--- src/rtl/reaction_pkg.sv ---
// Shared definitions for the reaction-timer controller: state codes, widths, LFSR constants.
// No latency or flow control of its own; pure declarations.
package reaction_pkg;

  typedef enum logic [1:0] {
    IDLE = 2'd0,
    WAIT = 2'd1,
    STIM = 2'd2
  } state_e;

  localparam int          MS_W      = 14;
  localparam logic [15:0] LFSR_SEED = 16'hACE1;
  // Taps 16,14,13,11 expressed as bit positions 15,13,12,10
  localparam logic [15:0] LFSR_TAPS = 16'hB400;

  function automatic logic [15:0] lfsr_next(input logic [15:0] v);
    return {v[14:0], ^(v & LFSR_TAPS)};
  endfunction

endpackage

--- src/rtl/ms_tick_gen.sv ---
// Restartable millisecond strobe: one-cycle tick when the cycle count hits TICK_DIV-1.
// First tick TICK_DIV cycles after restart; restart has no backpressure, it simply wins.
module ms_tick_gen #(
  parameter int TICK_DIV = 100000
) (
  input  logic clk,
  input  logic reset_n,
  input  logic restart,
  output logic tick
);

  localparam int            CW   = (TICK_DIV > 1) ? $clog2(TICK_DIV) : 1;
  localparam logic [CW-1:0] TERM = CW'(TICK_DIV - 1);

  logic [CW-1:0] cnt_q, cnt_d;

  always_comb begin
    cnt_d = cnt_q + CW'(1);
    if (restart || (cnt_q == TERM)) begin
      cnt_d = '0;
    end
  end

  always_ff @(posedge clk) begin
    if (!reset_n) begin
      cnt_q <= '0;
    end else begin
      cnt_q <= cnt_d;
    end
  end

  assign tick = (cnt_q == TERM);

endmodule

--- src/rtl/reaction_timer_ctrl.sv ---
// Reaction-timer sequencer: random fore-period, stimulus LED, response timing in ms.
// All outputs registered; start ignored while busy, react ignored in IDLE.
module reaction_timer_ctrl
  import reaction_pkg::*;
#(
  parameter int TICK_DIV    = 100000,
  parameter int WAIT_MIN_MS = 1000,
  parameter int RANGE_BITS  = 11,
  parameter int MAX_MS      = 9999
) (
  input  logic            clk,
  input  logic            reset_n,
  input  logic            start_btn,
  input  logic            react_btn,
  output logic            led,
  output logic            busy,
  output logic [MS_W-1:0] reaction_ms,
  output logic            result_valid,
  output logic            too_early,
  output logic            timeout
);

  localparam logic [1:0]      ST_IDLE    = IDLE;
  localparam logic [1:0]      ST_WAIT    = WAIT;
  localparam logic [1:0]      ST_STIM    = STIM;
  localparam logic [MS_W-1:0] WAIT_MIN_L = MS_W'(WAIT_MIN_MS);
  localparam logic [MS_W-1:0] MAX_L      = MS_W'(MAX_MS);

  logic [1:0]      state_q, state_d;
  logic [15:0]     lfsr_q;
  logic [MS_W-1:0] ms_q, ms_d;
  logic [MS_W-1:0] target_q, target_d;
  logic [MS_W-1:0] rms_q, rms_d;
  logic            rv_q, rv_d;
  logic            early_q, early_d;
  logic            tmo_q, tmo_d;
  logic            led_q, busy_q;
  logic            restart;
  logic            tick;

  ms_tick_gen #(
    .TICK_DIV (TICK_DIV)
  ) u_tick (
    .clk     (clk),
    .reset_n (reset_n),
    .restart (restart),
    .tick    (tick)
  );

  // Terminal-count checks use the registered counter, so a press in the
  // same cycle always takes priority over the phase change.
  always_comb begin
    state_d  = state_q;
    ms_d     = ms_q;
    target_d = target_q;
    rms_d    = rms_q;
    rv_d     = rv_q;
    early_d  = early_q;
    tmo_d    = tmo_q;
    restart  = 1'b0;
    case (state_q)
      ST_IDLE: begin
        restart = 1'b1;
        if (start_btn) begin
          target_d = WAIT_MIN_L + MS_W'(lfsr_q[RANGE_BITS-1:0]);
          rv_d     = 1'b0;
          early_d  = 1'b0;
          tmo_d    = 1'b0;
          ms_d     = '0;
          state_d  = ST_WAIT;
        end
      end
      ST_WAIT: begin
        if (react_btn) begin
          state_d = ST_IDLE;
          early_d = 1'b1;
          rv_d    = 1'b1;
          rms_d   = '0;
        end else if (ms_q == target_q) begin
          state_d = ST_STIM;
          ms_d    = '0;
          restart = 1'b1;
        end else if (tick) begin
          ms_d = ms_q + MS_W'(1);
        end
      end
      ST_STIM: begin
        if (react_btn) begin
          state_d = ST_IDLE;
          rms_d   = ms_q;
          rv_d    = 1'b1;
        end else if (ms_q == MAX_L) begin
          state_d = ST_IDLE;
          tmo_d   = 1'b1;
          rv_d    = 1'b1;
          rms_d   = MAX_L;
        end else if (tick) begin
          ms_d = ms_q + MS_W'(1);
        end
      end
      default: state_d = ST_IDLE;
    endcase
  end

  always_ff @(posedge clk) begin
    if (!reset_n) begin
      state_q  <= ST_IDLE;
      lfsr_q   <= LFSR_SEED;
      ms_q     <= '0;
      target_q <= '0;
      rms_q    <= '0;
      rv_q     <= 1'b0;
      early_q  <= 1'b0;
      tmo_q    <= 1'b0;
      led_q    <= 1'b0;
      busy_q   <= 1'b0;
    end else begin
      state_q  <= state_d;
      lfsr_q   <= lfsr_next(lfsr_q);
      ms_q     <= ms_d;
      target_q <= target_d;
      rms_q    <= rms_d;
      rv_q     <= rv_d;
      early_q  <= early_d;
      tmo_q    <= tmo_d;
      led_q    <= (state_d == ST_STIM);
      busy_q   <= (state_d != ST_IDLE);
    end
  end

  assign led          = led_q;
  assign busy         = busy_q;
  assign reaction_ms  = rms_q;
  assign result_valid = rv_q;
  assign too_early    = early_q;
  assign timeout      = tmo_q;

endmodule

--- config.mk ---
export PLATFORM = sky130hd
export DESIGN_NAME = reaction_timer_ctrl
export DESIGN_NICKNAME = d
export VERILOG_FILES = /design/src/rtl/reaction_pkg.sv /design/src/rtl/ms_tick_gen.sv /design/src/rtl/reaction_timer_ctrl.sv
export SDC_FILE = /design/constraint.sdc
export NUM_CORES = 1
export LEC_CHECK = 0
export CAP_MARGIN = 15
export CORE_MARGIN = 3
export CORE_UTILIZATION = 50
export CTS_BUF_LIST = sky130_fd_sc_hd__clkbuf_8
export DETAILED_ROUTE_END_ITERATION = 10
export GPL_TIMING_DRIVEN = 0
export MAX_ROUTING_LAYER = met4
export PLACE_DENSITY = 0.69
export SETUP_SLACK_MARGIN = 0.02
export SLEW_MARGIN = 0
export SYNTH_ARGS = -nofsm -noshare
export SYNTH_HDL_FRONTEND = slang
export SYNTH_HIERARCHICAL = 1
export SYNTH_SLANG_ARGS = --single-unit
--- constraint.sdc ---
create_clock -name clk -period 3.8 [get_ports clk]
set_input_delay 0.57 -clock clk [delete_from_list [all_inputs] [get_ports clk]]
set_output_delay 0.57 -clock clk [all_outputs]
set_load 0.01 [all_outputs]
## Word-level counts from Yosys, hierarchy flattened

Index checks and enable logic that the tools add are counted.

| operators by class | value |
|---|---|
| add/sub/neg operators | 3 |
| equality and inequality tests | 13 |
| mux-type cells | 28 |
| bitwise logic cells | 1 |
| reductions and logical operators | 15 |

Operator list:

| kind | count |
|---|---|
| $mux 14 | 9 |
| $pmux 14 s3 | 1 |
| $pmux 14 s2 | 1 |
| $add 17x1->17 const B | 1 |
| $eq 17x17->1 const B | 1 |
| $reduce_xor 16->1 | 1 |
| $add 14x1->14 const B | 1 |
| $eq 14x14->1 | 1 |
| $eq 14x14->1 const B | 1 |
| $add 10x11->12 const A | 1 |
| $ne 2x2->1 const B | 6 |
| $mux 2 | 5 |
| $reduce_and 4->1 | 2 |
| $reduce_bool 2->1 | 4 |
| $mux 1 | 7 |
| $pmux 1 s2 | 3 |
| $pmux 2 s3 | 1 |
| $reduce_and 3->1 | 2 |
| $reduce_and 5->1 | 1 |
| $eq 2x2->1 const B | 2 |
| $ne 3x3->1 const B | 1 |
| $pmux 1 s3 | 1 |
| $reduce_bool 3->1 | 1 |
| $eq 2x1->1 const B | 1 |
| other kinds (5) | 5 |

| storage, ports and cells | value |
|---|---|
| register bits after elaboration | 82 |
| output and inout port bits | 19 |
| logic and storage cells | 71 |

## Longest topological paths before layout

| depth | value |
|---|---|
| depth in word-level cells | 6 |
| mapped depth | 9 |
| gate-level depth less buffers | 8 |

## Modules after synthesis

The synthesis kept the hierarchy.

Modules (own cells, without submodules):

| module | instances | cells an instance | area an instance (sq um) | seq. area each (sq um) |
|---|---|---|---|---|
| reaction_timer_ctrl | 1 | 317 | 3,113.0 | 1,261.2 |
| ms_tick_gen | 1 | 88 | 788.3 | 340.3 |

## Worst setup path after synthesis

OpenSTA, ideal clock, no wires.

| timing | value |
|---|---|
| path kind | register -> register |
| start | register u_tick.cnt_q[12] |
| end | register ms_q[9] |
| data arrival time | 2.427 ns |
| required time | 3.675 ns |
| path slack | 1.248 ns |
| stages on the path, launching flop included | 8 |
| path buffers | 0 |
| clock period less this slack | 2.552 ns |
| cells stage by stage | dfxtp_1 -> or4b_1 -> nor4_2 -> nand4_1 -> or4_1 -> and3_1 -> a22oi_1 -> o31ai_1 |

| on the way | value |
|---|---|
| word-level cells in the longest chain between the ends | 5 |
| elaborated cells on any way between the ends | 7 |
| those cells by class | 1 x eq/ne; 6 x mux |

Ends and longest elaborated chain:

| what | line | RTL |
|---|---|---|
| start: declaration | ms_tick_gen.sv:15 | `logic [CW-1:0] cnt_q, cnt_d;` |
| start signal: assignment | ms_tick_gen.sv:28 | `cnt_q <= cnt_d;` |
| $eq 17x17->1 * | ms_tick_gen.sv:32 | `assign tick = (cnt_q == TERM);` |
| via tick | reaction_timer_ctrl.sv:39 | `logic tick;` |
| $mux 14 * | -- |  |
| $mux 14, on equally long branches (2 in a row) | -- |  |
| $pmux 14 s3 * | -- |  |
| end signal: assignment | reaction_timer_ctrl.sv:120 | `ms_q <= ms_d;` |
| end: declaration | reaction_timer_ctrl.sv:31 | `logic [MS_W-1:0] ms_q, ms_d;` |

The timed path passes the listed nets; every way through them passes the cells marked *. The select of a mux whose other input is x is not followed.
A chain may end at the register's enable or synchronous reset.

## Final worst setup path

| timing | value |
|---|---|
| start | register u_tick.cnt_q[0] |
| end | register ms_q[9] |

The elaborated chain is that of the path after synthesis.

==> run_summary.xml <==
<?xml version="1.0" encoding="UTF-8"?>
<metrics>
  <group name="outcome">
    <metric name="run_status" unit="">complete, no violations</metric>
  </group>
  <group name="pwr">
    <metric name="clkPwrFrac" unit="%">35.2</metric>
    <metric name="p_leak" unit="nW">1.77</metric>
    <metric name="seq_power_share" unit="%">54.0</metric>
    <metric name="p_sw_share" unit="%">27.7</metric>
    <metric name="netSwitchingPower" unit="uW">455</metric>
    <metric name="cell_internal_pwr" unit="mW">1.19</metric>
    <metric name="peakVddDrop" unit="V">0.000297</metric>
    <metric name="pwr_density_cell" unit="nW/um2">372</metric>
    <metric name="pwr-share-comb" unit="%">10.8</metric>
  </group>
  <group name="finish">
    <metric name="layout-area-overhead-vs-synth" unit="%">13.4</metric>
    <metric name="multiInputGateArea" unit="um2">2080</metric>
    <metric name="layout.cells.most_common_list" unit="">80 x sky130_fd_sc_hd__dfxtp_1, 43 x sky130_fd_sc_hd__nand2_1, 22 x sky130_fd_sc_hd__clkdlybuf4s50_1, 21 x sky130_fd_sc_hd__xnor2_1, 20 x sky130_fd_sc_hd__nor2_1</metric>
    <metric name="layout-drive-gt1-share" unit="%">13.3</metric>
    <metric name="leading_cell_type_in_the_layout_fill_and_taps_excluded" unit="">sky130_fd_sc_hd__dfxtp_1</metric>
    <metric name="area.sequential" unit="um2">1600</metric>
    <metric name="num-fill-cells" unit="">671</metric>
    <metric name="antennaDiodeCount" unit="">0</metric>
    <metric name="finish.net_count" unit="">449</metric>
  </group>
  <group name="global_route">
    <metric name="first_pass_grt_wire_length" unit="um">14300</metric>
    <metric name="grt_max_degree" unit="">16</metric>
    <metric name="initial_antenna_violation_count" unit="">0</metric>
    <metric name="global_route.overflow_total" unit="">0</metric>
    <metric name="grt_pass1_vias" unit="">2976</metric>
    <metric name="grt_use_total" unit="%">21.1</metric>
  </group>
  <group name="setup_path">
    <metric name="critical_path.max_fanout" unit="">8</metric>
    <metric name="timing.setup.critical_path_class" unit="">flip-flop to flip-flop</metric>
    <metric name="setup.reg_to_reg.worst_slack" unit="ns">0.82</metric>
    <metric name="critical_path.startpoint_type" unit="">flip-flop</metric>
    <metric name="rr_startpoint" unit="">u_tick/cnt_q[0]$_SDFF_PP0_</metric>
    <metric name="reg2reg_to" unit="">ms_q[9]$_SDFFE_PN0P_</metric>
    <metric name="worstRegToRegCells" unit="">8</metric>
    <metric name="worstPathRequired" unit="ns">4.04</metric>
    <metric name="cp_endpoint_kind" unit="">flip-flop</metric>
    <metric name="cp-startpoint" unit="">u_tick/cnt_q[0]$_SDFF_PP0_</metric>
    <metric name="cp_data_arrival_time" unit="ns">3.22</metric>
    <metric name="setup.worst_path.end" unit="">ms_q[9]$_SDFFE_PN0P_</metric>
  </group>
  <group name="logic_synthesis">
    <metric name="synth-adder-area-share" unit="%">2.25</metric>
    <metric name="synth_xor_xnor_area_share" unit="%">7.34</metric>
    <metric name="yosysWarnings" unit="">6</metric>
    <metric name="muxShareOfSynthArea" unit="%">0</metric>
    <metric name="synth_enable_flop_cells" unit="">0</metric>
    <metric name="synth_area_per_cell" unit="um2">9.63</metric>
    <metric name="synthFlopType" unit="">sky130_fd_sc_hd__dfxtp_1</metric>
    <metric name="mappedNetlistNets" unit="">416</metric>
    <metric name="synthesis.instances" unit="">405</metric>
    <metric name="ys_seq_elements" unit="">80</metric>
    <metric name="distinct_cell_type_count_of_the_synthesized_netlist" unit="">66</metric>
    <metric name="synth-async-reset-ratio" unit="%">0</metric>
    <metric name="combinational_family_with_the_most_area_after_synthesis" unit="">simple AND/OR/NAND/NOR gates</metric>
    <metric name="syn-cell-area" unit="um2">3900</metric>
    <metric name="post_synth_and_or_nand_nor_area_fraction" unit="%">23.9</metric>
    <metric name="synth_seq_area_share" unit="%">41.1</metric>
    <metric name="synth_compound_gate_area_share" unit="%">19.8</metric>
  </group>
  <group name="clocking">
    <metric name="clk_transition_reported_paths" unit="ns">0.09</metric>
    <metric name="cts_max_level" unit="">3</metric>
    <metric name="post_cts_resize_count" unit="">0</metric>
    <metric name="post_cts_hold_buffer_count" unit="">0</metric>
    <metric name="post-cts-setup-buffer-count" unit="">0</metric>
    <metric name="clk-insertion-delay-late" unit="ns">0.35</metric>
    <metric name="worst_case_clock_buffer_depth" unit="">2</metric>
    <metric name="cts_tree" unit="">done</metric>
    <metric name="numCtsBuffers" unit="">9</metric>
    <metric name="cts-root-buf" unit="">sky130_fd_sc_hd__clkbuf_8</metric>
    <metric name="clkSinkCount" unit="">80</metric>
  </group>
  <group name="sta">
    <metric name="timing.fmax" unit="GHz">0.336</metric>
    <metric name="period_share" unit="%">78.4</metric>
    <metric name="timing.final.crit_period" unit="ns">2.98</metric>
    <metric name="timing.max_slew.rel_slack" unit="%">47.0</metric>
    <metric name="finalSetupTns" unit="ns">0</metric>
    <metric name="worst-slew-pin-transition" unit="ns">0.788</metric>
    <metric name="setup_viol" unit="">0</metric>
    <metric name="hold_viol" unit="">0</metric>
    <metric name="rsz0062_at_grt" unit="">no</metric>
    <metric name="timing.hold.ws" unit="ns">0.435</metric>
    <metric name="final-max-slew-violation-count" unit="">0</metric>
    <metric name="skew" unit="ns">0.0112</metric>
  </group>
  <group name="floorplan">
    <metric name="initial_core_util" unit="%">52.7</metric>
    <metric name="die_height" unit="um">94.3</metric>
    <metric name="die_area" unit="um2">8900</metric>
    <metric name="dieWidth" unit="um">94.3</metric>
    <metric name="floorplan.core_area" unit="um2">7410</metric>
    <metric name="rows" unit="">31</metric>
    <metric name="floorplan.io_pins" unit="">23</metric>
  </group>
  <group name="run">
    <metric name="cap_violations" unit="">0</metric>
  </group>
  <group name="worst_hold_path">
    <metric name="min-delay-path-class" unit="">flip-flop to flip-flop</metric>
  </group>
  <group name="route">
    <metric name="avgRoutedWirePerCell" unit="um">15.2</metric>
    <metric name="drt_pass1_iterations" unit="">4</metric>
    <metric name="antenna_left" unit="">0</metric>
    <metric name="via_per_inst" unit="">5.56</metric>
    <metric name="first_iter_violations" unit="">94</metric>
    <metric name="drcViolationCount" unit="">0</metric>
    <metric name="final_routed_wirelength" unit="um">8250</metric>
    <metric name="vias" unit="">3014</metric>
  </group>
  <group name="placement">
    <metric name="port-buffer-count" unit="">22</metric>
    <metric name="hpwl" unit="um">5930</metric>
    <metric name="routabilityCongestion" unit="">0.813</metric>
  </group>
</metrics>
## registers in the layout, summed over array words and instances, names as in the netlist, 2 cells and up
signal        flops
u_tick/cnt_q     17
lfsr_q           16
target_q         12
reaction_ms      14
state_q           2
ms_q             14
## power by group through the flow
stage | logic (mW) | registers, mW | clock network, mW
after floorplan | 0.132 | 0.904 | 0
after global placement | 0.175 | 0.909 | 0
after detailed placement | 0.177 | 0.909 | 0
after CTS | 0.179 | 0.889 | 0.597
after global routing | 0.199 | 0.893 | 0.626
final | 0.177 | 0.889 | 0.579
## per-stage QoR
stage               cells  instance area (um2)  total power [mW]  util, %  setup slack [ns]
floorplan             405                 3900              1.04        -              1.25
global placement      526                 4250              1.08     57.3             0.846
detailed placement    526                 4250              1.09     57.3             0.816
CTS                   542                 4420              1.67     59.7             0.807
global route          542                 4420              1.72     59.7             0.571
finish                542                 4420              1.64     59.7             0.821
## critical path: stages (launching register included)
cell and delay, ns:
sky130_fd_sc_hd__dfxtp_1 0.40, sky130_fd_sc_hd__ha_1 0.25, sky130_fd_sc_hd__nand4_1 0.23, sky130_fd_sc_hd__nor4_2 0.77, sky130_fd_sc_hd__nand4_1 0.26, sky130_fd_sc_hd__or4_1 0.54, sky130_fd_sc_hd__and3_1 0.20, sky130_fd_sc_hd__a22oi_1 0.14
sky130_fd_sc_hd__o31ai_1 0.09
## final cells by class
type / instances / share of cell area, %
plain buffers: 28 / 4.44
clock buffers: 9 / 2.80
clock inverters: 7 / 1.24
inverters: 6 / 0.509
multi-input cells: 291 / 47.0
flip-flops and latches: 80 / 36.2
well taps: 99 / 2.80
repair buffers: 22 / 4.98
## logic make-up after synthesis
| logic type | count (synthesis) |
|---|---|
| and+or+nand+nor | 163 |
| AOI/OAI and AO/OA | 90 |
| DFF | 80 |
| buffers and inverters | 34 |
| xor gates and xnor gates | 31 |
| adders and majority gates | 7 |
## how the worst min path moves through the flow
stage	cells past startpoint	to	slack, ns	start
detailed placement	1	lfsr_q[15]$_SDFF_PN1_	0.42	lfsr_q[14]$_SDFF_PN0_
floorplan	1	lfsr_q[15]$_SDFF_PN1_	0.39	lfsr_q[14]$_SDFF_PN0_
global route	1	lfsr_q[15]$_SDFF_PN1_	0.47	lfsr_q[14]$_SDFF_PN0_
global placement	1	lfsr_q[15]$_SDFF_PN1_	0.40	lfsr_q[14]$_SDFF_PN0_
CTS	1	lfsr_q[15]$_SDFF_PN1_	0.44	lfsr_q[14]$_SDFF_PN0_
finish	1	lfsr_q[15]$_SDFF_PN1_	0.43	lfsr_q[14]$_SDFF_PN0_
## synthesized netlist by cell type, drive strengths merged, types with 7 or more instances
cell     n  share of area [%]
a21boi   8                1.6
a21o     9                1.7
a21oi   10                1.3
a22oi    8                2.3
and2    16                2.6
and3    12                1.9
buf     17                4.0
clkbuf  11                1.1
dfxtp   80                 41
ha       7                2.2
nand2   43                4.1
nand2b   8                1.3
nand3   10                1.4
nand4   14                2.4
nor2    20                1.9
o211a   16                4.1
o21ai    7                1.2
o31ai   10                2.7
xnor2   23                5.5
xor2     8                1.8
## metal layers
| layer | GRT usage [%] | routed length, um |
|---|---|---|
| met5 | - | 0 |
| met2 | 34.9 | 4040 |
| met1 | 26.0 | 3890 |
| met3 | 4.06 | 221 |
| met4 | 6.74 | 108 |
Note: power is estimated with default switching activity, not from simulation.
